`src/rtl/flit_src_vc_sched_pkg.sv`:
```
// Shared types and elaboration helpers for the flit source VC scheduler.
package flit_src_vc_sched_pkg;

  typedef enum logic {
    VC_IDLE,
    VC_BUSY
  } vc_state_e;

  // Ceiling log2: bits needed to index 'value' distinct items.
  function automatic int clogb(input int value);
    int result;
    int v;
    result = 0;
    v = value - 1;
    while (v > 0) begin
      result++;
      v = v >> 1;
    end
    return result;
  endfunction

endpackage

```
`src/rtl/flit_src_vc_sched_arbiter.sv`:
```
// Round-robin arbiter: grants the first request at or after the pointer;
// on update the pointer moves to one past the granted port.
module c_arbiter
  import flit_src_vc_sched_pkg::*;
#(
  parameter int num_ports = 8,
  localparam int idx_width = clogb(num_ports)
) (
  input  logic                 clk,
  input  logic                 reset,
  input  logic                 update,
  input  logic [num_ports-1:0] req,
  output logic [num_ports-1:0] gnt
);

  logic [idx_width-1:0] ptr_q;
  logic [idx_width-1:0] ptr_d;
  logic [idx_width-1:0] sel;
  logic                 found;

  always_comb begin
    gnt   = '0;
    ptr_d = ptr_q;
    found = 1'b0;
    sel   = '0;
    for (int unsigned i = 0; i < num_ports; i++) begin
      sel = idx_width'((32'(ptr_q) + i) % num_ports);
      if (!found && req[sel]) begin
        gnt[sel] = 1'b1;
        ptr_d    = (sel == idx_width'(num_ports - 1)) ? '0 : sel + 1'b1;
        found    = 1'b1;
      end
    end
  end

  always_ff @(posedge clk or posedge reset) begin
    if (reset)       ptr_q <= '0;
    else if (update) ptr_q <= ptr_d;
  end

endmodule

```
`src/rtl/flit_src_vc_sched.sv`:
```
// Injection-side VC scheduler: per-VC credit tracking, round-robin VC selection
// and head/body/tail sequencing with flit-level interleaving across VCs.
module flit_src_vc_sched
  import flit_src_vc_sched_pkg::*;
#(
  parameter int num_vcs           = 8,
  parameter int buffer_size       = 64,
  parameter int max_packet_length = 5,
  localparam int vc_idx_width = clogb(num_vcs),
  localparam int len_width    = clogb(max_packet_length + 1),
  localparam int credits_max  = buffer_size / num_vcs,
  localparam int cnt_width    = clogb(credits_max + 1)
) (
  input  logic                           clk,
  input  logic                           reset,
  input  logic                           enable,
  input  logic [num_vcs-1:0]             pkt_req_ivc,
  input  logic [num_vcs*len_width-1:0]   pkt_len_ivc,
  output logic [num_vcs-1:0]             pkt_ack_ivc,
  input  logic [vc_idx_width:0]          flow_ctrl,
  output logic                           flit_valid,
  output logic                           flit_head,
  output logic                           flit_tail,
  output logic [vc_idx_width-1:0]        flit_vc,
  output logic [num_vcs*cnt_width-1:0]   credit_ivc,
  output logic                           error
);

  localparam logic [cnt_width-1:0] cnt_max = cnt_width'(credits_max);
  localparam logic [len_width-1:0] len_max = len_width'(max_packet_length);
  localparam logic [len_width-1:0] len_one = len_width'(1);

  logic                    fc_valid;
  logic [vc_idx_width-1:0] fc_vc;
  logic                    fc_bad;

  logic [num_vcs-1:0]   eligible;
  logic [num_vcs-1:0]   arb_gnt;
  logic [num_vcs-1:0]   grant;
  logic [num_vcs-1:0]   active;
  logic [num_vcs-1:0]   len_bad;
  logic [num_vcs-1:0]   credit_ovf;
  logic [len_width-1:0] len_eff   [num_vcs];
  logic [len_width-1:0] remaining [num_vcs];

  logic                    grant_any;
  logic [vc_idx_width-1:0] gnt_idx;
  logic                    head_c;
  logic                    tail_c;

  assign fc_valid = flow_ctrl[vc_idx_width];
  assign fc_vc    = flow_ctrl[vc_idx_width-1:0];

  // Out-of-range VC indices only exist when num_vcs is not a power of two.
  if ((1 << vc_idx_width) > num_vcs) begin : g_vc_range
    assign fc_bad = fc_valid & (int'(fc_vc) >= num_vcs);
  end else begin : g_vc_full
    assign fc_bad = 1'b0;
  end

  c_arbiter #(
    .num_ports(num_vcs)
  ) u_arb (
    .clk    (clk),
    .reset  (reset),
    .update (grant_any),
    .req    (eligible),
    .gnt    (arb_gnt)
  );

  assign grant       = arb_gnt & {num_vcs{enable & ~reset}};
  assign grant_any   = |grant;
  assign pkt_ack_ivc = grant & ~active;

  for (genvar v = 0; v < num_vcs; v++) begin : g_vc
    logic [len_width-1:0] len_raw;
    logic [len_width-1:0] rem_q;
    logic [len_width-1:0] rem_d;
    logic [cnt_width-1:0] cred_q;
    vc_state_e            state_q;
    vc_state_e            state_d;
    logic                 inc;

    assign len_raw    = pkt_len_ivc[v*len_width +: len_width];
    assign len_bad[v] = (len_raw == '0) || (len_raw > len_max);
    assign len_eff[v] = len_bad[v] ? len_one : len_raw;

    always_comb begin
      state_d = state_q;
      rem_d   = rem_q;
      if (grant[v]) begin
        unique case (state_q)
          VC_IDLE: begin
            if (len_eff[v] != len_one) begin
              state_d = VC_BUSY;
              rem_d   = len_eff[v] - len_one;
            end
          end
          VC_BUSY: begin
            rem_d = rem_q - len_one;
            if (rem_q == len_one) state_d = VC_IDLE;
          end
          default: state_d = VC_IDLE;
        endcase
      end
    end

    always_ff @(posedge clk or posedge reset) begin
      if (reset) begin
        state_q <= VC_IDLE;
        rem_q   <= '0;
      end else begin
        state_q <= state_d;
        rem_q   <= rem_d;
      end
    end

    assign active[v]    = (state_q == VC_BUSY);
    assign remaining[v] = rem_q;

    // A return and a grant on the same VC cancel; a return at full credit saturates.
    assign inc           = fc_valid & ~fc_bad & (fc_vc == vc_idx_width'(v));
    assign credit_ovf[v] = inc & ~grant[v] & (cred_q == cnt_max);

    always_ff @(posedge clk or posedge reset) begin
      if (reset)                                        cred_q <= cnt_max;
      else if (inc & ~grant[v] & (cred_q != cnt_max))   cred_q <= cred_q + 1'b1;
      else if (grant[v] & ~inc)                         cred_q <= cred_q - 1'b1;
    end

    assign eligible[v] = (active[v] | pkt_req_ivc[v]) & (cred_q != '0);
    assign credit_ivc[v*cnt_width +: cnt_width] = cred_q;
  end

  always_comb begin
    gnt_idx = '0;
    for (int unsigned i = 0; i < num_vcs; i++) begin
      if (grant[i]) gnt_idx = vc_idx_width'(i);
    end
  end

  assign head_c = ~active[gnt_idx];
  assign tail_c = head_c ? (len_eff[gnt_idx] == len_one) : (remaining[gnt_idx] == len_one);

  always_ff @(posedge clk or posedge reset) begin
    if (reset) begin
      flit_valid <= 1'b0;
      flit_head  <= 1'b0;
      flit_tail  <= 1'b0;
      flit_vc    <= '0;
      error      <= 1'b0;
    end else begin
      flit_valid <= grant_any;
      flit_head  <= grant_any & head_c;
      flit_tail  <= grant_any & tail_c;
      flit_vc    <= gnt_idx;
      error      <= error | fc_bad | (|credit_ovf) | (|(pkt_ack_ivc & len_bad));
    end
  end

endmodule

```
`config.mk`:
```
export PLATFORM = sky130hd
export DESIGN_NAME = flit_src_vc_sched
export DESIGN_NICKNAME = d
export VERILOG_FILES = /design/src/rtl/flit_src_vc_sched_pkg.sv /design/src/rtl/flit_src_vc_sched_arbiter.sv /design/src/rtl/flit_src_vc_sched.sv
export SDC_FILE = /design/constraint.sdc
export NUM_CORES = 1
export LEC_CHECK = 0
export CORE_ASPECT_RATIO = 1.2
export CORE_UTILIZATION = 56
export CTS_CLUSTER_DIAMETER = 30
export DETAILED_ROUTE_END_ITERATION = 10
export DONT_BUFFER_PORTS = 1
export PLACE_DENSITY = 0.71
export SYNTH_ARGS = -nofsm -noshare
export SYNTH_HDL_FRONTEND = slang
export SYNTH_SLANG_ARGS = --single-unit
```
`constraint.sdc`:
```
create_clock -name clk -period 8.3 [get_ports clk]
set_input_delay 1.245 -clock clk [delete_from_list [all_inputs] [get_ports clk]]
set_output_delay 1.245 -clock clk [all_outputs]
set_load 0.05 [all_outputs]
```
; ---- Word-level counts from Yosys, hierarchy flattened
; Cells that the tools add are included.
[totals]
output_inout_bits = 47
wordCells = 470
in_bits = 39
regBits = 74
[op_classes]
n_reduce_logical = 68
n_eq_ne = 57
mux = 143
magnitude_cmp = 26
bitwise_logic = 99
n_addsub = 47
[ops]
columns = cell, count
row1 = 2-to-1 mux 3 bit, 42
row2 = 2-to-1 mux 4 bit, 16
row3 = 2-to-1 mux 8 bit, 8
row4 = bitwise OR 8 bit, 7
row5 = bitwise AND 1 bit, 51
row6 = one-hot mux 3 bit (2 select lines), 8
row7 = "subtractor 3 x 1 -> 3 bit, second input constant", 16
row8 = 2-to-1 mux 1 bit, 42
row9 = "equality test 3 bit, second input constant", 12
row10 = "less-than comparator 3 x 4 -> 1 bit, second input constant", 9
row11 = "equality test 3 x 1 -> 1 bit, second input constant", 11
row12 = "adder 4 x 1 -> 4 bit, second input constant", 8
row13 = "equality test 4 bit, second input constant", 8
row14 = "inequality test 4 bit, second input constant", 8
row15 = nonzero test 4 bit, 8
row16 = "subtractor 4 x 1 -> 4 bit, second input constant", 8
row17 = "adder 3 x 1 -> 3 bit, second input constant", 9
row18 = binary-select mux 1 bit (select 3 bit), 9
row19 = zero test 3 bit, 9
row20 = NOT 1 bit, 26
row21 = bitwise AND 8 bit, 3
row22 = demux 1 bit (select 3 bit), 8
row23 = "greater-or-equal comparator 3 x 1 -> 1 bit, second input constant", 8
row24 = "> comparator 3 bit, second input constant", 8
row25 = 18 further kinds, 98

; ---- Longest topological paths before layout
; Gate-level depths: netlist (run 1).
[depth]
word_depth = 41
mapped_depth = 23
mapped_depth_nobuf = 20

; ---- Modules after synthesis
; From an unflattened synthesis (run 1), not the netlist that was laid out.
[unflattened]
hier_cells = 761
hier_area_um2 = 6859.1
[modules_own_cells]
columns = module, cells_each, seq_area_each_um2, area_per_inst_um2, instances
row1 = flit_src_vc_sched, 612, 1786.7, 5469.0, 1
row2 = c_arbiter, 149, 75.1, 1390.1, 1

; ---- Least setup slack after synthesis (run 1)
; OpenSTA, ideal clock, no wires.
[synth_path]
path_type = input port to output port
from = input reset
to = output pkt_ack_ivc[0]
arrival_time_ps = 4726
cell_stages = 6
path_buffers = 1
required_ps = 7055
slack_ps = 2329
path_cell_list = inv_1 nand2_1 nor2_1 o211ai_1 clkbuf_1 nor2_1
[synth_via]
elab_chain_cells = 4
[synth_lines]
columns = item, line_no
row1 = from (decl), flit_src_vc_sched.sv:15  ; input logic reset,
row2 = NOT 1 bit, flit_src_vc_sched.sv:71  ; assign grant = arb_gnt & {num_vcs{enable & ~reset}};
row3 = bitwise AND 1 bit, flit_src_vc_sched.sv:71
row4 = bitwise AND 8 bit, flit_src_vc_sched.sv:71
row5 = bitwise AND 8 bit, flit_src_vc_sched.sv:73  ; assign pkt_ack_ivc = grant & ~active;
row6 = to (decl), flit_src_vc_sched.sv:19  ; output logic [num_vcs-1:0] pkt_ack_ivc,
; Every way passes these cells.

; ---- Worst setup path after layout (run 1)
[layout_path]
from = register u_arb.ptr_q[1]
to = output pkt_ack_ivc[6]
[layout_via]
elab_chain_cells = 26
word_cells_on_any_way = 101
classes_between = 7 x add/sub / 16 x order compare / 47 x mux / 9 x bitwise / 22 x reduce/logical
[layout_lines]
columns = item, line_no
row1 = from (decl), flit_src_vc_sched_arbiter.sv:16  ; logic [idx_width-1:0] ptr_q;
row2 = from (signal assigned), flit_src_vc_sched_arbiter.sv:38  ; else if (update) ptr_q <= ptr_d;
row3 = "parallel branches: the longest is 23 deep, another holds less-than comparator 3 x 4 -> 1 bit", -
row4 = 2-to-1 mux 8 bit *, flit_src_vc_sched_arbiter.sv:28  ; if (!found && req[sel]) begin
row5 = bitwise AND 8 bit *, flit_src_vc_sched.sv:71
row6 = bitwise AND 8 bit *, flit_src_vc_sched.sv:73
; Every way passes the cells marked *. The select of a mux whose other input is x is not followed.

==> results of run 1 <==
## through the flow
| step | std cells | hold slack [ns] | util | setup WS, ns |
|---|---|---|---|---|
| 5_1_grt | 1058 | 0.5270 | 0.6035 | 0.9818 |
| 3_5_place_dp | 1042 | 0.4707 | 0.5805 | 1.854 |
| 3_3_place_gp | 1042 | 0.4637 | 0.5805 | 1.933 |
| 4_1_cts | 1058 | 0.4857 | 0.6035 | 1.463 |
| 6_report | 1058 | 0.4793 | 0.6035 | 1.326 |
| 2_1_floorplan | 904 | 0.4498 | - | 2.329 |
## registers in the layout, indices dropped and copies added (netlist names)
| signal | count |
|---|---|
| error | 1 |
| flit_head | 1 |
| flit_tail | 1 |
| flit_valid | 1 |
| flit_vc | 3 |
| g_vc.cred_q | 32 |
| g_vc.rem_q | 24 |
| g_vc.state_q | 8 |
| u_arb.ptr_q | 3 |
## per-layer routing
metal  up-vias  track usage
met5         -            0
met4         0       0.2305
met1      3374       0.4028
met3        96      0.07495
li1       3369            -
met2       317       0.5485
## cell families (layout without fill, tap and decap cells)
group                    Yosys count  count (layout)  synth area share
multiplexers                      25              25           0.03598
adder cells (fa/ha/maj)           74              74            0.1301
AND/OR/NAND/NOR                  367             367            0.2764
buffers and inverters             79              65           0.04225
flip-flops                        74              74            0.2456
AO/OA/AOI/OAI                    258             258            0.2385
XOR/XNOR                          27              27           0.03119
## layout by cell type (no fill, tap or decap), drive strengths merged, types with 11 or more instances in the layout
cell    instances
nor2           75
nor4           33
a211oi         14
o21ai          50
xnor2          20
mux2i          16
o22ai          16
o31ai          15
o211ai         11
nor3           47
nand3          28
clkbuf         11
inv            44
nand2          69
nand2b         28
nand4          12
ha             66
a31oi          15
a21oi          63
dfrtp          66
## cell type report
type / instances / share of cell area
clock buffer: 11 / 0.03038
clock inverter: 5 / 0.007674
inverter: 44 / 0.02083
multi-input combinational: 751 / 0.6771
sequential: 74 / 0.2330
tap: 168 / 0.02631
timing repair buffer: 5 / 0.004699
## worst max-delay path, delay by kind of cell, from the launching register on
family,cells,cell delay (ns)
DFF,1,0.74
adders and majority gates,1,0.69
and+or+nand+nor,6,2.67
buffers and inverters,1,0.36
AOI/OAI and AO/OA,3,0.91
## worst min-delay path by stage
| stage | from | endpoint | cells after the start |
|---|---|---|---|
| final | g_vc[6].rem_q[1]$_DFFE_PP0P_ | g_vc[6].rem_q[1]$_DFFE_PP0P_ | 2 |
| after global routing | g_vc[4].rem_q[1]$_DFFE_PP0P_ | g_vc[4].rem_q[1]$_DFFE_PP0P_ | 2 |
| after CTS | g_vc[6].rem_q[1]$_DFFE_PP0P_ | g_vc[6].rem_q[1]$_DFFE_PP0P_ | 2 |
| after detailed placement | g_vc[6].rem_q[1]$_DFFE_PP0P_ | g_vc[6].rem_q[1]$_DFFE_PP0P_ | 2 |
| after global placement | g_vc[6].rem_q[1]$_DFFE_PP0P_ | g_vc[6].rem_q[1]$_DFFE_PP0P_ | 2 |
| after floorplan | g_vc[4].rem_q[1]$_DFFE_PP0P_ | g_vc[4].rem_q[1]$_DFFE_PP0P_ | 2 |
==> flow_summary_export.csv, run 1 <==
group,metric,value,unit
run_status,status,"finished clean",
placed_design,post_dp_cell_area,0.007685,mm²
synth,synth_top_area_cell,"dfrtp_1",
sta,fin_crit_sh,0.8403,
route,dr.pass1.iters,5,
sta,maxSlewViolCount,0,
layout,area_delta_synth_final,5.380,%
synth,syn_inst,904,
layout,design_area,0.007989,mm²
cts,cts_hold_buf,0,
cts,clock-sinks,74,
setup_path,cp_common_cell,"a21oi_1",
synth,syn_avg_cell_area,8.386,µm²
cts,clkTransAtPathRegs,0.07,ns
sta,setup_violations,0,
cts,cts_resized,0,
sta,setup_tns,0,ns
setup_path,crit_end,"pkt_ack_ivc[6]",
synth,synth_edf_count,0,
setup_path,endpoint_kind,"output port",
layout,multi_input_area,0.005409,mm²
synth,synth_flop_cell,"dfrtp_1",
cts,postCtsSetupRepairBufs,0,
setup_path,r2r_cells,17,
placed_design,port_buffers,0,
sta,rsz0062_at_grt,"no",
setup_path,critPathRequiredTime,7.05,ns
layout,final_layout_size_suffix_gt1_frac,0.08652,
sta,hold_violations,0,
sta,max_freq,0.1434,GHz
die,die_h,129.5,µm
synth,synth_cell_types,99,
setup_path,crit_path_top_delay_cell,"nor2b_1",
grt,grt_pass1_vias,6848,
route,routed_wl,23.17,mm
setup_path,r2r-end,"g_vc[7].cred_q[3]$_DFFE_PP1P_",
die,fp.dieArea,0.01401,mm²
route,via_per_inst,6.764,
setup_path,path_cells,"inv_1 > ha_1 > or2_1 > nor3_2 > a21oi_1 > nand4_2 > nor4_4 > and3_1 > a21oi_1 > a221oi_4 > nor2b_1",
cts,clockRootBuffer,"clkbuf_16",
sta,tightest_slew,0.9867,ns
setup_path,crit_fanout,17,
die,rows,46,
cts,clock_latency,0.35,ns
route,wire_per_inst,21.90,µm
synth,synth_area_leaders,"dfrtp_1, ha_1, a21oi_1",
route,wl_met2,10.89,mm
setup_path,critical_path_arrival,5.73,ns
die,die_w,108.2,µm
synth,yosysTopAreaCellShare,0.2179,
setup_path,rrSetupSlack,2.01,ns
setup_path,worstSetupStartpointType,"register",
cts,clock_path_buffers,2,
synth,ys_async_sr_fraction,1.000,
route,drt_iter0_drc,533,
cts,cts_tree,"built",
synth,syn-cell-area,0.007581,mm²
grt,grt_pass1_wl,35.87,mm
sta,relSlewSlack,0.3422,
placed_design,gp_congestion,1.018,
die,core_area,0.01324,mm²
grt,grt_max_degree,75,
synth,synth_seq_cells,74,
grt,antenna_found_initial,0,
route,route.met3.wl,1.629,mm
synth,yosys-top-cells-count,"nor2_1, nand2_1, dfrtp_1, ha_1, a21oi_1",
cts,htreeDepth,3,
sta,period_needed,6.974,ns
synth,ys_seq_area_frac,0.2456,
grt,grt_usage,0.3398,
route,topRoutingLayerUsed,"met4",
layout,fill_cells,1220,
synth,synth_nets,1017,
route,drt-met1-wl,9.182,mm
synth,yosys_warnings,0,
synth,synth_most_common_cell,"nor2_1",
placed_design,dpl.hpwl,17.69,mm
grt,grt_overflow,0,
hold_path,hold_class,"reg2reg",
setup_path,startpoint,"u_arb.ptr_q[1]$_DFFE_PP0P_",
route,vias,7156,
die,start_util,0.5727,
layout,seq_area,0.001862,mm²
setup_path,slowest_delay,0.81,ns
die,ios,86,
setup_path,timing.rr.start,"u_arb.ptr_q[1]$_DFFE_PP0P_",
route,drc,0,
route,ant_nets,0,
sta,fin_worst_skew,0.008777,ns
setup_path,critical_path_class,"reg2out",
layout,fin_nets,998,
flow_run,drv_cap,0,
cts,cts_inserted_buffers,9,
layout,num_antenna_cells,0,
Power of run 1 is not shown: default switching activity piles up to over one toggle a cycle in this logic, so the estimate is an artifact.
==> inputs of run 2 (changes only) <==
--- a/config.mk
+++ b/config.mk
@@ -5,12 +5,13 @@
 export SDC_FILE = /design/constraint.sdc
 export NUM_CORES = 1
 export LEC_CHECK = 0
+export ABC_AREA = 1
 export CORE_ASPECT_RATIO = 1.2
 export CORE_UTILIZATION = 56
 export CTS_CLUSTER_DIAMETER = 30
 export DETAILED_ROUTE_END_ITERATION = 10
 export DONT_BUFFER_PORTS = 1
-export PLACE_DENSITY = 0.71
+export PLACE_DENSITY = 0.74
 export SYNTH_ARGS = -nofsm -noshare
 export SYNTH_HDL_FRONTEND = slang
 export SYNTH_SLANG_ARGS = --single-unit
==> constraint.sdc (replaced) <==
create_clock -name clk -period 6.25 [get_ports clk]
set_input_delay 0.9375 -clock clk [delete_from_list [all_inputs] [get_ports clk]]
set_output_delay 0.9375 -clock clk [all_outputs]
set_load 0.05 [all_outputs]
==> flow_summary_export.csv, run 2 <==
group,metric,value,unit
placed_design,place_inst,1159,
synth,synth_cell_types,54,
synth,synth_area_leaders,"dfrtp_1, ha_1, nand2_1",
layout,reg_top3,"g_vc.cred_q x32, g_vc.rem_q x24, g_vc.state_q x8",
setup_path,crit_fanout,27,
sta,maxSlewViolCount,0,
grt,antenna_found_initial,0,
die,ios,86,
synth,synth_seq_cells,74,
sta,hold_violations,0,
cts,clkTransAtPathRegs,0.06,ns
sta,period_needed,5.551,ns
synth,synth_most_common_cell,"nand2_1",
grt,grt_usage,0.3182,
route,drc,0,
layout,area_delta_synth_final,6.980,%
cts,cts_inserted_buffers,9,
setup_path,endpoint_kind,"output port",
synth,yosys_warnings,0,
route,drt_iter0_drc,388,
synth,syn_avg_cell_area,7.130,µm²
sta,rsz0062_at_grt,"no",
sta,fin_crit_sh,0.8881,
die,die_h,125.8,µm
grt,grt_max_degree,53,
synth,ys_seq_area_frac,0.2603,
route,routed_wl,20.02,mm
die,rows,44,
sta,setup_tns,0,ns
sta,whs,0.4520,ns
synth,synth_nets,1116,
placed_design,dpl.hpwl,16.21,mm
layout,fin_cells,1175,
setup_path,critical_path_class,"reg2out",
layout,largest_register,"g_vc.cred_q",
layout,final_common_cell,"nand2_1",
synth,syn-cell-area,0.007152,mm²
synth,synth_flop_cell,"dfrtp_1",
layout,num_antenna_cells,0,
layout,largest_register_ffs,32,
route,via_per_inst,5.711,
synth,yosysTopAreaCellShare,0.2309,
cts,postCtsSetupRepairBufs,0,
route,wire_per_inst,17.04,µm
cts,clock-sinks,74,
sta,relSlewSlack,0.3359,
flow_run,drv_cap,0,
cts,clock_path_buffers,2,
run_status,status,"finished clean",
route,vias,6711,
sta,fin_worst_skew,0.008112,ns
route,dr.pass1.iters,6,
placed_design,port_buffers,0,
sta,tightest_slew,0.9925,ns
setup_path,worstSetupStartpointType,"register",
synth,synth_edf_count,0,
cts,clockRootBuffer,"clkbuf_16",
die,die_w,105.2,µm
grt,grt_pass1_wl,32.78,mm
cts,cts_tree,"built",
die,start_util,0.5826,
die,core_area,0.01228,mm²
hold_path,hold_class,"in2async",
grt,grt_overflow,0,
die,fp.dieArea,0.01323,mm²
synth,yosys-top-cells-count,"nand2_1, inv_1, nand3_1",
synth,syn_inst,1003,
cts,clock_latency,0.35,ns
synth,ys_async_sr_fraction,1.000,
route,ant_nets,0,
layout,final_cell_mix,"nand2_1, nand3_1, inv_1",
layout,final_layout_size_suffix_gt1_frac,0.1006,
placed_design,gp_congestion,0.9852,
setup_path,critPathRequiredTime,5.31,ns
sta,max_freq,0.1802,GHz
layout,fin_nets,1122,
cts,cts_resized,0,
cts,htreeDepth,3,
setup_path,critical_path_arrival,4.61,ns
sta,setup_violations,0,
cts,cts_hold_buf,0,
synth,synth_top_area_cell,"dfrtp_1",
grt,grt_pass1_vias,6521,
==> run 2: changes by cell type after synthesis, moves of 16 or more <==
cell,previous run,this run
nand2_1,68,195
nand3_1,26,127
inv_1,42,127
a21oi_1,63,11
nor2_1,75,120
nor3_1,44,12
nand2b_1,28,0
nor4_1,24,1
clkbuf_1,21,1
o21ai_0,46,66
o211ai_1,10,27
xor2_1,7,24
mux2i_1,16,0
nand2_2,1,17
==> run 2: final cells by class <==
class                   count  area (µm²)
fillers                  1164        4626
repair buffers              5       37.54
clock inverters             5       85.08
inverters                 142       540.5
well taps                 161       201.4
clock buffers              11       242.7
multi-input cells         777        4682
flip-flops and latches     74        1862
==> run 2: critical path: stages, from the launching register on <==
cell,delay (ns)
dfrtp_1,0.92
inv_2,0.34
ha_1,0.67
inv_2,0.17
nand3_1,0.15
nand2_1,0.09
nor2_1,0.08
o21bai_2,0.16
inv_2,0.10
nor2_2,0.27
nand2_1,0.08
nand2_1,0.11
nand2_1,0.06
nand2_1,0.12
nand2_1,0.18
nor2_1,0.76
==> run 2: cells by family after synthesis <==
group	Yosys count	synth area share
AO/OA/AOI/OAI	140	0.1211
XOR/XNOR	40	0.04898
adder cells (fa/ha/maj)	74	0.1379
buffers and inverters	152	0.08502
flip-flops	74	0.2603
multiplexers	14	0.02204
AND/OR/NAND/NOR	509	0.3247
==> run 2: stage by stage <==
step	cell area [µm²]	setup slack [ns]	util
after global placement	7323	1.272	0.5965
after floorplan	7152	1.363	-
after CTS	7651	0.7920	0.6232
final	7651	0.6992	0.6232
after detailed placement	7323	1.168	0.5965
after global routing	7651	0.3909	0.6232
==> run 2: layer usage <==
metal,track usage,part of all wire,vias to the layer above
met2,0.5173,0.47,227
met3,0.06729,0.068,60
met5,0,0,-
li1,-,-,3328
met4,0.1682,0.049,0
met1,0.3973,0.41,3096
==> run 2: path summary, 6_finish.rpt <==
check                                                     end  slack (ns)  cells after the start                    startpoint
worst max-delay path                           pkt_ack_ivc[4]        0.70                     15    u_arb.ptr_q[0]$_DFFE_PP0P_
worst min-delay path              g_vc[4].state_q$_DFFE_PP0P_        0.45                      1                         reset
worst max register to register  g_vc[4].cred_q[3]$_DFFE_PP1P_        1.10                     20    u_arb.ptr_q[0]$_DFFE_PP0P_
worst min register to register   g_vc[3].rem_q[2]$_DFFE_PP0P_        0.61                      2  g_vc[3].rem_q[2]$_DFFE_PP0P_
max in group asynchronous       g_vc[2].cred_q[2]$_DFFE_PP0P_        4.77                      2                         reset
min in group clk                 g_vc[3].rem_q[2]$_DFFE_PP0P_        0.61                      2  g_vc[3].rem_q[2]$_DFFE_PP0P_
Power of run 2 is left out for the same reason.
